### src/rtl/piso_serializer.sv
// Parallel-in serial-out serializer with valid/ready handshakes on both sides.
//
// A word on d is accepted when load_valid && load_ready. It is then shifted out
// MSB first, one beat per accepted sout handshake. load_ready is also high during
// the transfer of a frame's last beat, so a new word can follow with no idle
// bubble.
//
// Optional feature: define SERIAL_PARITY_EN to append one even-parity beat
// (XOR of the SIZE data bits) after the data beats. sout_last then marks the
// parity beat instead of the final data beat.
//
// Ports:
//   clk         clock, rising edge
//   clr_n       asynchronous active-low reset
//   load_valid  producer offers d
//   load_ready  block accepts a word this cycle
//   d           parallel word, SIZE bits
//   sout        current serial bit
//   sout_valid  sout holds a valid beat
//   sout_ready  consumer accepts the current beat
//   sout_last   current beat is the last of the frame
//   busy        a frame is in progress
module piso_serializer #(
  parameter int unsigned SIZE = 8
) (
  input  logic            clk,
  input  logic            clr_n,
  input  logic            load_valid,
  output logic            load_ready,
  input  logic [SIZE-1:0] d,
  output logic            sout,
  output logic            sout_valid,
  input  logic            sout_ready,
  output logic            sout_last,
  output logic            busy
);

  localparam int unsigned CntW = $clog2(SIZE + 1);
  localparam logic [CntW-1:0] LastCnt = CntW'(SIZE - 1);

`ifdef SERIAL_PARITY_EN
  typedef enum logic [1:0] {StIdle, StShift, StParity} state_e;
`else
  typedef enum logic [1:0] {StIdle, StShift} state_e;
`endif

  state_e            state_q, state_d;
  logic [SIZE-1:0]   shift_q, shift_d;
  logic [CntW-1:0]   cnt_q, cnt_d;
`ifdef SERIAL_PARITY_EN
  logic              parity_q, parity_d;
`endif

  logic beat;
  logic accept;
  logic last_data;

  assign last_data  = (cnt_q == LastCnt);
  assign sout_valid = (state_q != StIdle);
  assign busy       = (state_q != StIdle);
  assign beat       = sout_valid & sout_ready;
  // Ready in IDLE, or while the frame's last beat is actually transferring.
  assign load_ready = (state_q == StIdle) | (sout_last & sout_ready);
  assign accept     = load_valid & load_ready;

  // Output decode
  always_comb begin
    sout      = 1'b0;
    sout_last = 1'b0;
    unique case (state_q)
      StShift: begin
        sout = shift_q[SIZE-1];
`ifndef SERIAL_PARITY_EN
        sout_last = last_data;
`endif
      end
`ifdef SERIAL_PARITY_EN
      StParity: begin
        sout      = parity_q;
        sout_last = 1'b1;
      end
`endif
      default: ;
    endcase
  end

  // Next-state logic
  always_comb begin
    state_d  = state_q;
    shift_d  = shift_q;
    cnt_d    = cnt_q;
`ifdef SERIAL_PARITY_EN
    parity_d = parity_q;
`endif

    unique case (state_q)
      StIdle: ;
      StShift: begin
        if (beat) begin
          shift_d = {shift_q[SIZE-2:0], 1'b0};
          cnt_d   = cnt_q + CntW'(1);
`ifdef SERIAL_PARITY_EN
          // Accumulate parity over the bits as they leave.
          parity_d = parity_q ^ shift_q[SIZE-1];
          if (last_data) state_d = StParity;
`else
          if (last_data) state_d = StIdle;
`endif
        end
      end
`ifdef SERIAL_PARITY_EN
      StParity: begin
        if (beat) state_d = StIdle;
      end
`endif
      default: state_d = StIdle;
    endcase

    // A load overrides the end-of-frame return to IDLE (back-to-back frames).
    if (accept) begin
      state_d  = StShift;
      shift_d  = d;
      cnt_d    = '0;
`ifdef SERIAL_PARITY_EN
      parity_d = 1'b0;
`endif
    end
  end

  always_ff @(posedge clk or negedge clr_n) begin
    if (!clr_n) begin
      state_q  <= StIdle;
      shift_q  <= '0;
      cnt_q    <= '0;
`ifdef SERIAL_PARITY_EN
      parity_q <= 1'b0;
`endif
    end else begin
      state_q  <= state_d;
      shift_q  <= shift_d;
      cnt_q    <= cnt_d;
`ifdef SERIAL_PARITY_EN
      parity_q <= parity_d;
`endif
    end
  end

endmodule
### config.mk
export PLATFORM = sky130hd
export DESIGN_NAME = piso_serializer
export DESIGN_NICKNAME = d
export VERILOG_FILES = /design/src/rtl/piso_serializer.sv
export SDC_FILE = /design/constraint.sdc
export NUM_CORES = 1
export LEC_CHECK = 0
export ABC_AREA = 1
export ABC_CLOCK_PERIOD_IN_PS = 1490
export BUFFER_PORTS_ARGS = -buffer_cell sky130_fd_sc_hd__clkbuf_2
export CAP_MARGIN = 30
export CELL_PAD_IN_SITES_DETAIL_PLACEMENT = 0
export CELL_PAD_IN_SITES_GLOBAL_PLACEMENT = 1
export CORE_MARGIN = 2
export CORE_UTILIZATION = 36
export CTS_CLUSTER_SIZE = 12
export DETAILED_ROUTE_END_ITERATION = 10
export MAX_ROUTING_LAYER = met4
export PLACE_DENSITY = 0.81
export SYNTH_ARGS = -nofsm -noshare
export SYNTH_HDL_FRONTEND = slang
export SYNTH_SLANG_ARGS = --single-unit
### constraint.sdc
create_clock -name clk -period 1.49 [get_ports clk]
set_input_delay 0.447 -clock clk [delete_from_list [all_inputs] [get_ports clk]]
set_output_delay 0.447 -clock clk [all_outputs]
set_load 0.02 [all_outputs]
**Yosys cells after proc, flatten, opt, wreduce, memory -nomap -nowiden**

Cells that the tools add are included.

- Flip-flop bits (word level): 14
- Output and inout port bits: 5

- $add $sub $neg: 1
- Eq/ne operators: 5
- Mux-type cells: 12
- Bitwise logic cells: 4
- Reductions and logical operators: 6

Operators by type and width:

| kind | number |
|---|---|
| $mux W8 | 3 |
| $mux W4 | 3 |
| $mux W2 | 3 |
| $ne A3 B3 Y1 const B | 2 |
| $reduce_bool A2 Y1 | 3 |
| $add A4 B1 Y4 const B | 1 |
| $eq A4 B3 Y1 const B | 1 |
| $pmux W2 S2 | 1 |
| $and A1 B1 Y1 | 3 |
| $reduce_and A3 Y1 | 1 |
| $eq A2 B1 Y1 const B | 1 |
| $logic_not A2 Y1 | 1 |
| $mux W1 | 2 |
| $ne A2 B2 Y1 const B | 1 |
| $reduce_and A2 Y1 | 1 |
| $or A1 B1 Y1 | 1 |

**Depth between registers and ports, before layout**

- Word-level depth: 7
- Mapped depth: 8
- Depth with buffers taken out: 7

**Worst setup path after synthesis**

Ideal clock, no wire load.

- Path kind: register to output
- Start point: register cnt_q[0]
- End point: output port load_ready
- Arrival: 0.958 ns
- Required time: 1.043 ns
- Path slack: 0.085 ns
- Stages on the path, launching flop included: 6
- Path buffers: 0
- Cells stage by stage: dfrtp_1 -> ha_1 -> nand3_1 -> nand2_2 -> nand2_1 -> inv_1

- Word-level cells in the longest chain between the ends: 4

RTL lines:

| what | RTL line | RTL |
|---|---|---|
| from (decl) | 49 | `logic [CntW-1:0] cnt_q, cnt_d;` |
| from (signal assigned) | 141 | `cnt_q <= cnt_d;` |
| $eq A4 B3 Y1 | 58 | `assign last_data = (cnt_q == LastCnt);` |
| $mux W1 | 70 | `unique case (state_q)` |
| $and A1 B1 Y1 | 63 | `assign load_ready = (state_q == StIdle) \| (sout_last & sout_ready);` |
| $or A1 B1 Y1 | 63 |  |
| to (decl) | 29 | `output logic load_ready,` |

Every way passes these cells.

**Worst setup path after layout**

- Start point: register cnt_q[1]
- End point: output port load_ready

Same word-level chain as after synthesis.

==> reports/results.ini <==
[synth]
synthMostInstantiatedCell=sky130_fd_sc_hd__nand2_1
number_of_nets_produced_by_synthesis=114
yosys_register_bits=13
fraction_of_the_yosys_area_taken_by_sequential_cells_pct=43.8
main_combinational_cell_family_by_area_after_synthesis=simple AND/OR/NAND/NOR gates
postSynth.asyncResetShare_pct=100
synth_xor_area_share_pct=1.18
synthMuxAreaShare_pct=0
yosys-top-cells-area=sky130_fd_sc_hd__dfrtp_1 44%, sky130_fd_sc_hd__nand2_1 16%, sky130_fd_sc_hd__inv_1 11%
syn_avg_cell_area_um2=7.36
synth_area_leader_cell=sky130_fd_sc_hd__dfrtp_1
synth-adder-area-share_pct=1.68
netlist-cell-type-count=16
synth_enable_flop_cells=0
synth_simple_gate_area_share_pct=32.8
cell_area_after_technology_mapping_um2=743
synthCells=101
synth.yosys.warnings=0
yosysTopAreaCellShare_pct=43.8
synth-main-ff-cell=sky130_fd_sc_hd__dfrtp_1
yosys-top-cells-count=31 x sky130_fd_sc_hd__nand2_1, 22 x sky130_fd_sc_hd__inv_1, 13 x sky130_fd_sc_hd__dfrtp_1, 10 x sky130_fd_sc_hd__nand3_1, 7 x sky130_fd_sc_hd__nand4_1
synth-compound-area-share_pct=4.38

[grt]
grt_start_max_net_pins=14
number_of_global_route_vias_before_repair=719
global_route.overflow_total=0
grt_util_all_layers_pct=17.1
antenna_violations_before_repair=0
grt_pass1_wl_mm=3.00

[clock_tree]
clock_buffers_created_by_tritoncts=3
clk_root_buffer_cell=sky130_fd_sc_hd__clkbuf_4
clkSlewWorstSetupHoldPaths_ns=0.09
clock_tree.htree_level_count=1
clock_sink_count=13
clockBufferDepth=2
cts_tree=done
clock_latency_ns=0.28

[power]
power.total_mw=1.14
seqPwrFrac_pct=44.0
internal-power_mw=0.732
p_comb_share_pct=36.0
net-switching-power_mw=0.407
power.clock.fraction_pct=20.0
switching_share_pct=35.7
ir_drop_uv=565
pwr_density_cell_nw_per_um2=1160
cellLeakagePower_nw=0.593

[setup_path]
timing.critical_path.arrival_ns=1.24
crit_path_capture_type=primary output
timing.critical_path.mode_cell=sky130_fd_sc_hd__nand2_2
max_stage_delay_ns=0.40
critPathRequiredTime_ns=1.04
critPathLaunchType=flop
crit_type=flop to primary output
critical_path.cell_chain=ha_2, nand3_2, nand2_2, nand2_2, inv_2, buf_8
critical_path.slowest_cell=sky130_fd_sc_hd__dfrtp_1
path_max_fanout=2

[outcome]
run_status=finished with violations
violations_in_the_final_reports=negative setup slack

[layout]
layout.core_utilization_pct=50.3
area_growth_from_synthesis_to_layout_pct=32.7
stdcell_count=156
num_antenna_cells=0
drive_above_1_share_pct=34.9
layout.nets=143
final_cell_area_um2=986

[timing]
timing.slew.headroom_pct=77.4
worst-slew-pin-transition_ns=0.339
fin_worst_skew_ns=0.00199
fin_ws_ns=-0.198
final-setup-viol-count=9
fin_hold_ws_ns=0.0449
grt_setup_unrepaired=yes
fin_tns_setup_ns=-0.366
hold_viol=0
period_minus_slack_ns=1.69
max_freq_ghz=0.592
post-route-period-util_pct=113
slew_violations=0

[die]
fp-row-count=16
io-pin-count=17
fp.dieW_um=49.4
fp.dieH_um=49.4
core_um2=1960
design.die.area_um2=2440
starting_density_of_the_core_pct=37.9

[drt]
remaining_drc_errors=0
via_count=738
drt.antenna.violating_nets=0
drt_pass_1_iters=6
drt_wl_total_mm=1.63
routed_via_count_divided_by_cell_count=4.73
routedWlPerCell_um=10.5
drtIter0Drc=10

[hold_path]
min-delay-path-class=primary input to async pin

[place]
io_buffer_count=16
gp_congestion=0.763
detailed_place_hpwl_mm=1.13
placed_area_um2=868
post-place-cells=146
dp_worst_setup_slack_ns=0.0412

[run]
max_cap_viol_count=0

area by class of cell:
type	count	area, um^2
repair buffers	28	193
fillers	224	976
multi-input cells	61	319
inverters	23	86.3
well taps	27	33.8
clock inverters	1	5.00
flip-flops and latches	13	327
clock buffers	3	22.5
routing by layer:
| metal | vias up | wire [um] | global-route usage [%] |
|---|---|---|---|
| met5 | - | 0 | - |
| met4 | 0 | 24 | 6.94 |
| met3 | 4 | 90 | 5.52 |
| met2 | 23 | 787 | 28.4 |
| met1 | 345 | 730 | 18.9 |
| li1 | 366 | - | - |
power groups by stage:
stage	clock [mW]	combinational, mW	sequential [mW]
floorplan	0	0.234	0.498
global placement	0	0.326	0.505
detailed placement	0	0.328	0.506
CTS	0.245	0.393	0.499
global route	0.259	0.470	0.517
finish	0.228	0.410	0.501
sequential cells by signal, summed over array words and instances, names as in the netlist:
signal / count
shift_q: 8
cnt_q: 4
state_q: 1
final timing paths:
path,cells past startpoint,slack [ns],to,start
max,6,-0.20,load_ready,cnt_q[1]
min,1,0.04,shift_q[3],clr_n
max reg2reg,10,-0.01,shift_q[4],cnt_q[1]
min reg2reg,2,0.49,shift_q[3],shift_q[3]
max in group asynchronous,1,1.18,state_q[0],clr_n
min in group clk,3,0.38,shift_q[0],d[0]
repair_timing:
action	in CTS	in global routing
hold endpoints to repair	0	0
resized for setup	11	9
hold buffers	0	0
endpoints found under the setup margin	5	13
pin swaps	4	1
buffers inserted	4	2
cells by family (layout without fill, tap and decap cells):
kind of cell / count (synthesis) / after routing
AND/OR/NAND/NOR: 54 / 54
flip-flops: 13 / 13
buffers and inverters: 27 / 55
adder cells (fa/ha/maj): 1 / 1
AO/OA/AOI/OAI: 5 / 5
XOR/XNOR: 1 / 1
critical path: cells and delay by family, from the launching register on:
kind | cells | cell delay (ns)
DFF | 1 | 0.40
adders and majority gates | 1 | 0.20
and+or+nand+nor | 3 | 0.19
buffers and inverters | 2 | 0.17
placed cells by master (no fill, tap or decap):
| cell type | count |
|---|---|
| sky130_fd_sc_hd__nand3_2 | 1 |
| sky130_fd_sc_hd__nor2_1 | 3 |
| sky130_fd_sc_hd__dfrtp_1 | 12 |
| sky130_fd_sc_hd__buf_6 | 2 |
| sky130_fd_sc_hd__ha_2 | 1 |
| sky130_fd_sc_hd__buf_2 | 1 |
| sky130_fd_sc_hd__nand2_2 | 3 |
| sky130_fd_sc_hd__dfrtp_2 | 1 |
| sky130_fd_sc_hd__nand3_4 | 1 |
| sky130_fd_sc_hd__clkbuf_2 | 12 |
| sky130_fd_sc_hd__o21ai_2 | 2 |
| sky130_fd_sc_hd__inv_1 | 20 |
| sky130_fd_sc_hd__nand3_1 | 9 |
| sky130_fd_sc_hd__o21ai_1 | 2 |
| sky130_fd_sc_hd__buf_8 | 1 |
| sky130_fd_sc_hd__nand4_1 | 7 |
| sky130_fd_sc_hd__buf_4 | 12 |
| sky130_fd_sc_hd__nand2_1 | 30 |
| sky130_fd_sc_hd__xor2_1 | 1 |
| sky130_fd_sc_hd__a21oi_2 | 1 |
| sky130_fd_sc_hd__clkinv_2 | 1 |
| sky130_fd_sc_hd__inv_2 | 3 |
| sky130_fd_sc_hd__clkbuf_4 | 3 |
(Power assumes the default switching activity.)
